--- config.mk ---
export PLATFORM = sky130hd
export DESIGN_NAME = pp_symbol_sequencer
export DESIGN_NICKNAME = d
export VERILOG_FILES = /design/src/rtl/pp_symbol_sequencer.sv
export SDC_FILE = /design/constraint.sdc
export NUM_CORES = 1
export LEC_CHECK = 0
export ABC_AREA = 1
export CAP_MARGIN = 30
export CORE_ASPECT_RATIO = 1.5
export CORE_MARGIN = 2
export CORE_UTILIZATION = 42
export CTS_CLUSTER_SIZE = 10
export DETAILED_ROUTE_END_ITERATION = 12
export MAX_ROUTING_LAYER = met4
export PLACE_DENSITY = 0.81
export SKIP_CTS_REPAIR_TIMING = 1
export SYNTH_ARGS = -nofsm -noshare
export SYNTH_HDL_FRONTEND = slang
export SYNTH_SLANG_ARGS = --single-unit
--- constraint.sdc ---
create_clock -name clk -period 1.5 [get_ports clk]
set_input_delay 0.225 -clock clk [delete_from_list [all_inputs] [get_ports clk]]
set_output_delay 0.225 -clock clk [all_outputs]
set_load 0.02 [all_outputs]
--- src/rtl/pp_symbol_sequencer.sv ---
// pp_symbol_sequencer: drives cs/rw of a parallel width-down buffer, one load then CHUNKS-1 shifts per word
//   clk, rst          : clock, synchronous active-high reset
//   i_en              : symbol timer run enable
//   i_word/_valid     : upstream word and its valid; o_word_ready is the combinational accept
//   i_flow            : buffer flow output (last chunk showing)
//   o_buf_word        : registered word to the buffer parallel input
//   o_buf_cs/o_buf_rw : one-cycle chip select pulse; rw=1 load, 0 shift (held between pulses)
//   o_sym_strobe      : new chunk valid on the buffer output this cycle
//   o_underrun        : pulse, a load was due with no word available
//   o_sync_err        : sticky chunk-count versus flow disagreement
//   o_underrun_cnt    : saturating underrun count, present only with PP_SEQ_UNDERRUN_CNT_EN defined
module pp_symbol_sequencer #(
    parameter int WIDTH_I = 16,
    parameter int WIDTH_O = 4,
    parameter int DIV     = 8
) (
    input  logic               clk,
    input  logic               rst,
    input  logic               i_en,
    input  logic [WIDTH_I-1:0] i_word,
    input  logic               i_word_valid,
    output logic               o_word_ready,
    input  logic               i_flow,
    output logic [WIDTH_I-1:0] o_buf_word,
    output logic               o_buf_cs,
    output logic               o_buf_rw,
    output logic               o_sym_strobe,
    output logic               o_underrun,
    output logic               o_sync_err
`ifdef PP_SEQ_UNDERRUN_CNT_EN
    ,
    output logic [15:0]        o_underrun_cnt
`endif
);
    localparam int CHUNKS = WIDTH_I / WIDTH_O;
    localparam int TW     = $clog2(DIV);
    localparam int CW     = $clog2(CHUNKS);

    typedef enum logic {S_EMPTY, S_HOLD} state_t;

    state_t             r_state;
    state_t             w_state_nxt;
    logic [TW-1:0]      r_timer;
    logic [CW-1:0]      r_chunks;
    logic [CW-1:0]      w_chunks_nxt;
    logic [WIDTH_I-1:0] r_buf_word;
    logic               r_cs, r_rw, r_strobe, r_underrun, r_sync_err;
    logic               w_tick, w_due, w_load, w_shift, w_flow_bad;

    // Reset gates the tick so nothing is accepted or issued in a reset cycle.
    assign w_tick = i_en && !rst && (r_timer == TW'(DIV - 1));

    always_comb begin
        w_due        = w_tick && (r_state == S_EMPTY || r_chunks == '0);
        w_load       = w_due && i_word_valid;
        w_shift      = w_tick && !w_due;
        w_flow_bad   = w_tick && (r_state == S_HOLD) && ((r_chunks == '0) != i_flow);
        w_state_nxt  = w_load ? S_HOLD : (w_due ? S_EMPTY : r_state);
        w_chunks_nxt = w_load ? CW'(CHUNKS - 1) : (w_shift ? r_chunks - CW'(1) : r_chunks);
    end

    always_ff @(posedge clk) begin
        if (rst) begin
            r_state    <= S_EMPTY;
            r_timer    <= '0;
            r_chunks   <= '0;
            r_buf_word <= '0;
            r_cs       <= 1'b0;
            r_rw       <= 1'b0;
            r_strobe   <= 1'b0;
            r_underrun <= 1'b0;
            r_sync_err <= 1'b0;
        end else begin
            r_state    <= w_state_nxt;
            r_timer    <= (!i_en || r_timer == TW'(DIV - 1)) ? '0 : r_timer + TW'(1);
            r_chunks   <= w_chunks_nxt;
            r_buf_word <= w_load ? i_word : r_buf_word;
            r_cs       <= w_load || w_shift;
            r_rw       <= (w_load || w_shift) ? w_load : r_rw;
            // The buffer acts on cs at the end of the pulse cycle, so its output is new one cycle later.
            r_strobe   <= r_cs;
            r_underrun <= w_due && !i_word_valid;
            r_sync_err <= r_sync_err || w_flow_bad;
        end
    end

`ifdef PP_SEQ_UNDERRUN_CNT_EN
    logic [15:0] r_underrun_cnt;

    always_ff @(posedge clk) begin
        if (rst)
            r_underrun_cnt <= '0;
        else if (w_due && !i_word_valid && r_underrun_cnt != 16'hFFFF)
            r_underrun_cnt <= r_underrun_cnt + 16'd1;
    end

    assign o_underrun_cnt = r_underrun_cnt;
`endif

    assign o_word_ready = w_load;
    assign o_buf_word   = r_buf_word;
    assign o_buf_cs     = r_cs;
    assign o_buf_rw     = r_rw;
    assign o_sym_strobe = r_strobe;
    assign o_underrun   = r_underrun;
    assign o_sync_err   = r_sync_err;
endmodule
Word-level counts from Yosys, hierarchy flattened
Index checks and enable logic that the tools add are counted.
{"block": "totals", "romBits": 0, "word_cells": 38, "latchBits": 0, "in_bits": 21, "output_inout_bits": 22, "ramBits": 0, "ff_bits": 27, "mem_count": 0}
{"block": "classes", "eq_ne": 2, "addsub": 2, "bitwise": 1, "mux": 4, "div": 0, "n_lt_le_gt_ge": 0, "multipliers": 0, "shift": 0, "n_reduce_logical": 20}
{"operator": "logical AND 1 bit", "count": 8}
{"operator": "logical NOT 1 bit", "count": 4}
{"operator": "logical OR 1 bit", "count": 4}
{"operator": "two-way mux 2 bit", "count": 2}
{"operator": "nonzero test 2 bit", "count": 2}
{"operator": "adder 3 x 1 -> 3 bit (second input constant)", "count": 1}
{"operator": "equality test 3 bit (second input constant)", "count": 1}
{"operator": "logical NOT 2 bit", "count": 1}
{"operator": "two-way mux 1 bit", "count": 2}
{"operator": "OR reduction 2 bit", "count": 1}
{"operator": "subtractor 2 x 1 -> 2 bit (second input constant)", "count": 1}
{"operator": "inequality test 1 bit", "count": 1}
{"operator": "NOT 1 bit", "count": 1}

Logic depth before layout (Yosys ltp)
Gate-level depths: netlist (run 1).
{"block": "logic_depth", "word_depth": 8, "mapped_depth": 10, "ltp_nobuf": 9}

Worst setup path before layout (run 1)
Ideal clock, no wire load.
{"block": "synth_path", "path_type": "register to output", "from": "reg r_timer[0]", "to": "out o_word_ready", "slack_ps": 153, "t_arrival_ps": 1122, "required_time_ps": 1275, "n_path_buf": 1, "stages_incl_launch_ff": 6, "path_cell_list": "dfxtp_1 > ha_1 > ha_1 > nand3_2 > nor2_4 > buf_4"}
{"block": "synth_between", "elab_chain_cells": 4}
{"item": "from (decl)", "line": "43", "source": "logic [TW-1:0] r_timer;"}
{"item": "from (signal assigned)", "line": "75", "source": "r_timer <= (!i_en || r_timer == TW'(DIV - 1)) ? '0 : r_timer + TW'(1);"}
{"item": "equality test 3 bit", "line": "51", "source": "assign w_tick = i_en && !rst && (r_timer == TW'(DIV - 1));"}
{"item": "logical AND 1 bit", "line": "51"}
{"item": "logical AND 1 bit", "line": "54", "source": "w_due = w_tick && (r_state == S_EMPTY || r_chunks == '0);"}
{"item": "logical AND 1 bit", "line": "55", "source": "w_load = w_due && i_word_valid;"}
{"item": "to (decl)", "line": "22", "source": "output logic o_word_ready,"}
No other way between the ends.

Worst setup path in the final report (run 1)
{"block": "layout_path", "from": "reg r_timer[1]", "to": "out o_word_ready"}
Same word-level chain as after synthesis.

==> summary.md, run 1 <==
| Metric | Value |
|---|---|
| Status | `finished with violations` |
| Failing checks | `setup timing` |
| Worst slew pin tran | `0.242 ns` |
| Pwr Density | `642 nW/um2` |
| Arr. time, crit path | `1.32 ns` |
| Routed met2 length | `1.28 mm` |
| Vias in the first global route | `919` |
| Drt drc | `0` |
| Reg-to-reg endpoint | `o_buf_word[4]$_SDFFE_PP0P_` |
| Relative slew slack | `83.9%` |
| R2R Setup Slk | `0.08 ns` |
| Avg Inst Size Synth | `6.87 um2` |
| Top cell type's share of synthesized area | `48.6%` |
| Crit path max fanout | `2` |
| Synth Area in XOR/XNOR | `0%` |
| Full die area | `3080 um2` |
| Yosys top cell by area | `dfxtp_1` |
| Clock-pin slew of the registers on the worst-case setup and hold paths | `0.14 ns` |
| HPWL after DPL | `1.73 mm` |
| Drt pass-1 iters | `4` |
| Worst-Skew Late Latency | `0.32 ns` |
| Sequential group share of total power | `64.3%` |
| Prevailing post-synth register cell | `dfxtp_1` |
| Reg2reg start | `r_timer[1]$_SDFF_PP0_` |
| Via-per-instance ratio | `4.60` |
| Kind of critical path | `reg -> out` |
| Startpoint types | `register` |
| Top cells by count, synth | `nand2_1 (45), nor2_1 (45), dfxtp_1 (27), inv_1 (26)` |
| Routed WL | `2.45 mm` |
| Clock Tree Buf Depth | `2` |
| First-pass GRT wire length | `3.46 mm` |
| Sequential area share after synthesis | `48.6%` |
| Overflow after GRT | `0` |
| Final setup fails | `1` |
| FF-to-FF path depth | `8` |
| Wl on met1 | `984 um` |
| Final Hold Viols | `0` |
| Post-synth ARST share | `0%` |
| Pins Over Slew Limit | `0` |
| Synth unique cells | `16` |
| WHS Endpoint | `o_sym_strobe$_SDFF_PP0_` |
| Fmax | `0.647 GHz` |
| Dominant cells by area after synthesis | `dfxtp_1 (49%), nand2_1 (15%), nor2_1 (15%)` |
| P_leak | `1.16 nW` |
| Core Footprint | `2480 um2` |
| Simple logic cell fraction of the synthesized area | `33.7%` |
| Worst vdd ir | `0.000447 V` |
| Post-route cell area | `1750 um2` |
| Main combinational cell family by area after synthesis | `simple AND/OR/NAND/NOR gates` |
| Ports | `43` |
| Path type of the worst min-delay path | `reg -> reg` |
| Most frequent CP cell | `ha_4` |
| Comb pwr share | `9.3%` |
| Post-DP Area | `1590 um2` |
| Total global-route track usage | `15.1%` |
| Yosys reg bits | `27` |
| Uppermost layer routed | `met4` |
| Final Worst Setup Slack | `-0.0463 ns` |
| CTS Buf Count | `3` |
| WP buf/inv | `1` |
| Fillcell total | `178` |
| Cell family with most CP delay | `flip-flops` |
| Largest net degree at the start of global routing | `34` |
| Row cnt | `22` |
| Footprint of the multi-input gates | `478 um2` |
| Worst Hold Launch | `o_buf_cs$_SDFF_PP0_` |
| Routed WL per cell | `10.3 um` |
| Max-cap violations | `0` |
| Initial antenna violation count | `0` |
| Clk network pwr share | `26.5%` |
| Crit path cell chain | `ha_4, ha_4, nand3_4, nor2_4, buf_6` |
| Synth Warn # | `0` |
| Layout Nets | `239` |
| PortBufs | `42` |
| Via Count | `1,094` |
| Post-synth EDFFs | `0` |
| CTS Root Cell | `clkbuf_4` |
| Area growth from synthesis to layout | `57.4%` |
| Internal power | `0.884 mW` |
| Minimum clock period | `1.55 ns` |
| Mux share of post-synthesis cell area | `0%` |
| Critical Path RT | `1.27 ns` |
| Fin crit share | `103%` |
| CP max-delay cell | `dfxtp_2` |
| Hold WS | `0.440 ns` |
| Syn Nets | `186` |
| Metal3 WL | `137 um` |
| Setup total negative slack | `-0.0463 ns` |
| Final Wtd Congestion | `0.902` |
| Clk sinks | `27` |
| Die Ht | `67.0 um` |
| Setup Skew | `0.0108 ns` |
| Netlist Area Pre-Place | `1110 um2` |
| Hold depth | `2` |
| WP depth | `5` |
| Initial DRC Count | `21` |
| H-tree lvl count | `1` |
| Crit end category | `primary output` |
| Syn Inst Count | `162` |
| Sw Share | `21.4%` |
| Starting density of the core | `44.9%` |
| FF+latch area | `546 um2` |
| Psw | `0.240 mW` |
| Total inserted antenna cells | `0` |
| Post-synthesis compound-gate area fraction | `1.35%` |
| RSZ-0062 raised after global routing | `yes` |
| Layout cells sized above 1 | `15.0%` |
| Post-synthesis adder-cell area fraction | `3.37%` |
| CTS tree | `yes` |
| Die W | `46.0 um` |
| Worst path max stage delay | `0.37 ns` |
| Routed Antenna Nets | `0` |
## placed cells by master (no fill, tap or decap)
| master | n |
|---|---|
| clkdlybuf4s50_1 | 20 |
| clkinv_2 | 1 |
| buf_6 | 2 |
| inv_1 | 24 |
| nand3_1 | 2 |
| dfxtp_2 | 4 |
| ha_4 | 3 |
| nand2_2 | 2 |
| nand3_4 | 1 |
| buf_4 | 10 |
| nor2_1 | 45 |
| dfxtp_1 | 23 |
| dlymetal6s2s_1 | 21 |
| nand2_1 | 43 |
| clkbuf_4 | 3 |
| o21ai_0 | 1 |
| nor2_4 | 1 |
| nand4_1 | 1 |
| inv_2 | 5 |
| a21oi_1 | 2 |
## power groups by stage
stage / clock network (mW) / logic (mW) / registers [mW]
finish: 0.298 / 0.104 / 0.722
CTS: 0.302 / 0.102 / 0.721
global placement: 0 / 0.0989 / 0.736
floorplan: 0 / 0.0352 / 0.736
global route: 0.341 / 0.115 / 0.723
detailed placement: 0 / 0.101 / 0.737
## sequential cells by signal (all words and copies together), names as in the netlist
name,flops
o_sync_err,1
r_timer,3
o_buf_cs,1
o_underrun,1
o_buf_word,16
o_buf_rw,1
r_state,1
r_chunks,2
o_sym_strobe,1
## cell families after synthesis
logic type	after synthesis
buffers and inverters	34
AO/OA/AOI/OAI	3
AND/OR/NAND/NOR	95
adder cells (fa/ha/maj)	3
flip-flops	27
## routing by layer
metal / vias up / track usage (%)
met5: - / -
met4: 0 / 4.29
li1: 571 / -
met3: 7 / 2.44
met2: 33 / 28.8
met1: 483 / 14.8
## per-stage QoR
stage | cells | utilization [%] | setup WS (ns) | total power, mW
2_1_floorplan | 162 | - | 0.153 | 0.772
3_3_place_gp | 231 | 64.1 | -0.304 | 0.835
3_5_place_dp | 231 | 64.1 | -0.329 | 0.838
4_1_cts | 235 | 65.2 | -0.623 | 1.13
5_1_grt | 238 | 70.7 | -0.0943 | 1.18
6_report | 238 | 70.7 | -0.0463 | 1.12
## layout make-up
| class | instances | area share (%) |
|---|---|---|
| Clock buffer | 3 | 1.29 |
| Inverter | 29 | 6.22 |
| Clock inverter | 1 | 0.286 |
| Multi-Input combinational cell | 101 | 27.3 |
| Timing Repair Buffer | 53 | 32.0 |
| Sequential cell | 27 | 31.2 |
| Tap cell | 24 | 1.72 |
## worst min-delay path, stage by stage (launching register included)
cell and delay [ns]:
dfxtp_1 0.34, inv_1 0.05, nor2_1 0.03
## worst max path at each step
stage | startpoint | to | slack (ns)
floorplan | r_timer[0]$_SDFF_PP0_ | o_word_ready | 0.15
global placement | i_en | o_word_ready | -0.30
detailed placement | i_en | o_word_ready | -0.33
CTS | r_timer[0]$_SDFF_PP0_ | o_word_ready | -0.62
global route | r_timer[1]$_SDFF_PP0_ | o_word_ready | -0.09
finish | r_timer[1]$_SDFF_PP0_ | o_word_ready | -0.05
Note: power is estimated with default switching activity, not from simulation.
==> run 2, diff against run 1 <==
--- a/config.mk
+++ b/config.mk
@@ -5,15 +5,16 @@
 export SDC_FILE = /design/constraint.sdc
 export NUM_CORES = 1
 export LEC_CHECK = 0
-export ABC_AREA = 1
+export ABC_AREA = 0
 export CAP_MARGIN = 30
 export CORE_ASPECT_RATIO = 1.5
 export CORE_MARGIN = 2
 export CORE_UTILIZATION = 42
 export CTS_CLUSTER_SIZE = 10
 export DETAILED_ROUTE_END_ITERATION = 12
+export GPL_TIMING_DRIVEN = 0
 export MAX_ROUTING_LAYER = met4
-export PLACE_DENSITY = 0.81
+export PLACE_DENSITY = 0.77
 export SKIP_CTS_REPAIR_TIMING = 1
 export SYNTH_ARGS = -nofsm -noshare
 export SYNTH_HDL_FRONTEND = slang
==> summary.md, run 2 <==
| Metric | Value |
|---|---|
| Area growth from synthesis to layout | `59.1%` |
| Pwr Total | `1.11 mW` |
| Drt drc | `0` |
| Initial antenna violation count | `0` |
| Top cells by count, synth | `dfxtp_1 (27), and2b_1 (11), mux2_4 (9), nor2b_1 (8), mux2_2 (7)` |
| Reg-to-reg endpoint | `o_buf_word[13]$_SDFFE_PP0P_` |
| Top cell type's share of synthesized area | `48.3%` |
| Die Ht | `67.2 um` |
| Final setup fails | `16` |
| Final core utilization | `71.8%` |
| Syn Nets | `118` |
| Most common cell in the netlist | `dfxtp_1` |
| Most frequent CP cell | `ha_4` |
| Die W | `46.1 um` |
| Most frequent cells in the layout | `dfxtp_1 (25), dlymetal6s2s_1 (21), clkdlybuf4s50_1 (20)` |
| Vias in the first global route | `862` |
| Drt pass-1 iters | `2` |
| CP max-delay cell | `dfxtp_2` |
| Placed Instances | `160` |
| Worst slew pin tran | `0.354 ns` |
| Routed WL per cell | `12.8 um` |
| Routed Antenna Nets | `0` |
| CTS tree | `yes` |
| Final Worst Setup Slack | `-0.352 ns` |
| WHS Endpoint | `r_timer[0]$_SDFF_PP0_` |
| Startpoint types | `register` |
| Total global-route track usage | `16.3%` |
| Post-synth EDFFs | `0` |
| Post-DP Area | `1600 um2` |
| First-pass GRT wire length | `3.61 mm` |
| Final Hold Viols | `0` |
| Relative slew slack | `76.4%` |
| Crit end category | `primary output` |
| P_leak | `1.14 nW` |
| RSZ-0062 raised after global routing | `yes` |
| Worst vdd ir | `0.000693 V` |
| Starting density of the core | `45.2%` |
| Failing checks | `setup timing` |
| Netlist Area Pre-Place | `1120 um2` |
| Fin crit share | `123%` |
| Layout cells sized above 1 | `26.7%` |
| Synth Warn # | `0` |
| Hold WS | `0.437 ns` |
| Status | `finished with violations` |
| Reg2reg start | `r_timer[1]$_SDFF_PP0_` |
| Final non-filler cell total | `174` |
| Minimum clock period | `1.85 ns` |
| Row cnt | `22` |
| Final Wtd Congestion | `0.723` |
| Largest net degree at the start of global routing | `15` |
| CTS Root Cell | `clkbuf_4` |
| Full die area | `3100 um2` |
| Arr. time, crit path | `1.63 ns` |
| FF-to-FF path depth | `7` |
| Path type of the worst min-delay path | `reg -> reg` |
| PortBufs | `42` |
| Yosys reg bits | `27` |
| Post-synth ARST share | `0%` |
| Crit path max fanout | `5` |
| Crit path cell chain | `ha_4, ha_4, nand3b_4, nor3_4, buf_8, buf_6` |
| Total inserted antenna cells | `0` |
| Commonest non-fill, non-tap cell in the layout | `dfxtp_1` |
| Fmax | `0.540 GHz` |
| Setup Skew | `0.00307 ns` |
| Sequential area share after synthesis | `48.3%` |
| Layout Nets | `175` |
| Dominant cells by area after synthesis | `dfxtp_1 (48%), mux2_4 (12%), and2b_1 (7.4%)` |
| Clock-pin slew of the registers on the worst-case setup and hold paths | `0.13 ns` |
| Hold depth | `1` |
| Routed WL | `2.23 mm` |
| Pwr Density | `624 nW/um2` |
| Prevailing post-synth register cell | `dfxtp_1` |
| Pins Over Slew Limit | `0` |
| Synth unique cells | `25` |
| Max-cap violations | `0` |
| Avg Inst Size Synth | `11.9 um2` |
| Post-route cell area | `1780 um2` |
| Kind of critical path | `reg -> out` |
| R2R Setup Slk | `-0.27 ns` |
| Worst-Skew Late Latency | `0.32 ns` |
| Max reg flops | `16` |
| Yosys top cell by area | `dfxtp_1` |
| CTS Buf Count | `3` |
| H-tree lvl count | `1` |
| Via Count | `846` |
| Worst Hold Launch | `r_timer[0]$_SDFF_PP0_` |
| Overflow after GRT | `0` |
| Worst path max stage delay | `0.37 ns` |
| Clock Tree Buf Depth | `2` |
| Critical Path RT | `1.27 ns` |
| Ports | `43` |
| HPWL after DPL | `1.64 mm` |
| Clk sinks | `27` |
| Initial DRC Count | `20` |
| Core Footprint | `2480 um2` |
| Via-per-instance ratio | `4.86` |
| Syn Inst Count | `94` |
[run 2: cell count changes after synthesis, moves of 2 or more]
cell and change:
and2_1 +2, and2b_1 +11, inv_1 -21, inv_2 -3, mux2_2 +7, mux2_4 +9
nand2_1 -44, nand3_1 -2, nor2_1 -43, nor2b_1 +8, nor3_1 +3
[run 2: layout make-up]
class | count | area, um2
fillers | 192 | 698
multi-input cells | 59 | 578
repair buffers | 52 | 557
flip-flops and latches | 27 | 543
well taps | 24 | 30.0
clock buffers | 4 | 26.3
plain buffers | 3 | 26.3
inverters | 5 | 18.8
[run 2: routing by layer]
metal	GRT usage, %	vias to the layer above	routed length [um]
met1	16.3	392	892
met4	7.50	0	21
li1	-	427	-
met3	3.21	2	88
met5	-	-	0
met2	29.2	25	1220
[run 2: critical path: cells and delay by family (launching register included)]
family / cells / cell delay, ns
and+or+nand+nor: 2 / 0.40
DFF: 1 / 0.37
adders and majority gates: 2 / 0.28
buffers and inverters: 2 / 0.27
[run 2: cells by family after synthesis]
logic type | count (synthesis) | share of synthesized area, %
AND/OR/NAND/NOR | 32 | 20.6
adder cells (fa/ha/maj) | 3 | 3.36
flip-flops | 27 | 48.3
AO/OA/AOI/OAI | 7 | 3.80
multiplexers | 16 | 19.1
buffers and inverters | 8 | 4.03
XOR/XNOR | 1 | 0.783
[run 2: how the worst max path moves through the flow]
stage | start | endpoint | cells after the start
after global placement | rst | o_word_ready | 5
after global routing | r_timer[0]$_SDFF_PP0_ | o_word_ready | 6
final | r_timer[1]$_SDFF_PP0_ | o_word_ready | 6
after detailed placement | rst | o_word_ready | 5
after CTS | r_timer[1]$_SDFF_PP0_ | o_word_ready | 6
after floorplan | r_timer[1]$_SDFF_PP0_ | o_buf_word[10]$_SDFFE_PP0P_ | 6
[run 2: where the power goes]
part	internal [mW]	switching, mW
Combinational	0.0568	0.0234
Clock	0.104	0.204
Sequential	0.720	0.00228
[run 2: stage by stage]
step / setup slack (ns) / setup TNS (ns)
2_1_floorplan: -0.190 / -2.00
3_3_place_gp: -1.01 / -9.66
3_5_place_dp: -1.04 / -10.18
4_1_cts: -1.13 / -6.16
5_1_grt: -0.454 / -4.63
6_report: -0.352 / -3.44
==> run 3, diff against run 2 <==
--- a/config.mk
+++ b/config.mk
@@ -7,14 +7,13 @@
 export LEC_CHECK = 0
 export ABC_AREA = 0
 export CAP_MARGIN = 30
-export CORE_ASPECT_RATIO = 1.5
 export CORE_MARGIN = 2
-export CORE_UTILIZATION = 42
+export CORE_UTILIZATION = 59
 export CTS_CLUSTER_SIZE = 10
 export DETAILED_ROUTE_END_ITERATION = 12
-export GPL_TIMING_DRIVEN = 0
+export DONT_BUFFER_PORTS = 1
 export MAX_ROUTING_LAYER = met4
-export PLACE_DENSITY = 0.77
+export PLACE_DENSITY = 0.75
 export SKIP_CTS_REPAIR_TIMING = 1
 export SYNTH_ARGS = -nofsm -noshare
 export SYNTH_HDL_FRONTEND = slang
==> summary.md, run 3 (synthesis results as in run 2) <==
| Metric | Value |
|---|---|
| Kind of critical path | `reg -> out` |
| Fin crit share | `115%` |
| Starting density of the core | `63.4%` |
| Worst slew pin tran | `0.263 ns` |
| Relative slew slack | `82.4%` |
| Post-DP Area | `1210 um2` |
| Pwr Density | `795 nW/um2` |
| Critical Path RT | `1.27 ns` |
| CP max-delay cell | `dfxtp_2` |
| Crit path cell chain | `ha_4, ha_4, nand3b_4, nor3_4, buf_6, buf_6` |
| Max-cap violations | `0` |
| H-tree lvl count | `1` |
| Ports | `43` |
| Drt drc | `0` |
| Die W | `47.5 um` |
| Final setup fails | `16` |
| Layout cells sized above 1 | `37.6%` |
| Drt pass-1 iters | `3` |
| Crit end category | `primary output` |
| Crit path max fanout | `6` |
| Status | `finished with violations` |
| Path type of the worst min-delay path | `in -> reg` |
| Vias in the first global route | `583` |
| HPWL after DPL | `1.30 mm` |
| Worst-Skew Late Latency | `0.31 ns` |
| Via Count | `687` |
| Layout Nets | `134` |
| Largest net degree at the start of global routing | `26` |
| Worst path max stage delay | `0.37 ns` |
| Most frequent cells in the layout | `dfxtp_1 (25), and2b_1 (11), buf_4 (10)` |
| Initial antenna violation count | `0` |
| Final Worst Setup Slack | `-0.224 ns` |
| CTS Root Cell | `clkbuf_4` |
| Final Hold Viols | `0` |
| CTS tree | `yes` |
| Fmax | `0.580 GHz` |
| Failing checks | `setup timing` |
| CTS Buf Count | `3` |
| Arr. time, crit path | `1.50 ns` |
| Routed WL per cell | `13.6 um` |
| Routed WL | `1.82 mm` |
| Hold WS | `0.0357 ns` |
| Total inserted antenna cells | `0` |
| P_leak | `0.595 nW` |
| RSZ-0062 raised after global routing | `yes` |
| Row cnt | `15` |
| First-pass GRT wire length | `2.45 mm` |
| Clock Tree Buf Depth | `2` |
| Via-per-instance ratio | `5.13` |
| Die Ht | `47.5 um` |
| Overflow after GRT | `0` |
| Full die area | `2260 um2` |
| Core Footprint | `1760 um2` |
| Clk sinks | `27` |
| Pins Over Slew Limit | `0` |
| Setup Skew | `0.00814 ns` |
| Clock-pin slew of the registers on the worst-case setup and hold paths | `0.13 ns` |
| Area growth from synthesis to layout | `17.2%` |
| Max reg flops | `16` |
| Initial DRC Count | `2` |
| Routed Antenna Nets | `0` |
| Total global-route track usage | `16.0%` |
| Final Wtd Congestion | `0.697` |
| Worst vdd ir | `0.000542 V` |
| PortBufs | `0` |
| Commonest non-fill, non-tap cell in the layout | `dfxtp_1` |
| Post-route cell area | `1310 um2` |
| Minimum clock period | `1.72 ns` |
| Startpoint types | `register` |
| R2R Setup Slk | `-0.08 ns` |
==> run 3: changes by cell type in the layout (fill, tap and decap cells not counted) <==
cell,before,now
mux2_4,12,9
a31oi_1,1,0
buf_8,1,0
buf_4,9,10
buf_6,3,2
clkinv_2,0,1
clkbuf_1,2,0
dlygate4sd3_1,0,2
a31oi_2,0,1
mux2_2,4,7
dlymetal6s2s_1,21,0
clkdlybuf4s50_1,20,0
==> run 3: final timing paths <==
check	from	endpoint	cells past startpoint
worst max register to register	r_timer[1]$_SDFF_PP0_	o_buf_word[13]$_SDFFE_PP0P_	7
worst min register to register	r_timer[0]$_SDFF_PP0_	r_timer[0]$_SDFF_PP0_	1
worst max-delay path	r_timer[1]$_SDFF_PP0_	o_word_ready	6
worst min-delay path	i_word_valid	r_state$_SDFFE_PP0P_	2
==> run 3: stage by stage <==
step | worst slack (ns) | setup TNS, ns | cells | util (%) | power, mW
floorplan | -0.190 | -2.00 | 94 | - | 0.757
global placement | -0.0254 | -0.237 | 124 | 68.7 | 0.751
detailed placement | -0.0676 | -0.773 | 124 | 68.7 | 0.752
CTS | -0.365 | -1.26 | 128 | 70.2 | 1.05
global route | -0.292 | -1.75 | 134 | 74.3 | 1.09
finish | -0.224 | -1.13 | 134 | 74.3 | 1.04
==> run 3: report_power, final <==
group | switching [mW] | total [mW] | leakage, nW | internal (mW)
Clock | 0.200 | 0.299 | 0.0177 | 0.0996
Sequential | 0.00229 | 0.723 | 0.218 | 0.720
Combinational | 0.00686 | 0.0202 | 0.359 | 0.0133
Total | 0.209 | 1.04 | 0.595 | 0.833
==> run 3: cell type report <==
| class | instances | area, um2 |
|---|---|---|
| Sequential cell | 27 | 543 |
| Inverter | 5 | 18.8 |
| Fill cell | 132 | 453 |
| Clock buffer | 3 | 22.5 |
| Multi-Input combinational cell | 59 | 573 |
| Timing Repair Buffer | 14 | 118 |
| Tap cell | 25 | 31.3 |
| Clock inverter | 1 | 5.00 |
==> run 3: critical path, delay by kind of cell (launching register included) <==
| family | cells | cell delay, ns |
|---|---|---|
| flops | 1 | 0.37 |
| simple gates | 2 | 0.29 |
| fa+ha+maj | 2 | 0.28 |
| buf+inv | 2 | 0.26 |
==> run 3: layer usage <==
metal	GRT usage [%]	share of wire (%)	up-vias
met5	-	0	-
met4	6.49	0.72	0
met3	5.66	7.4	2
met2	24.9	47	24
met1	18.9	45	315
li1	-	-	346
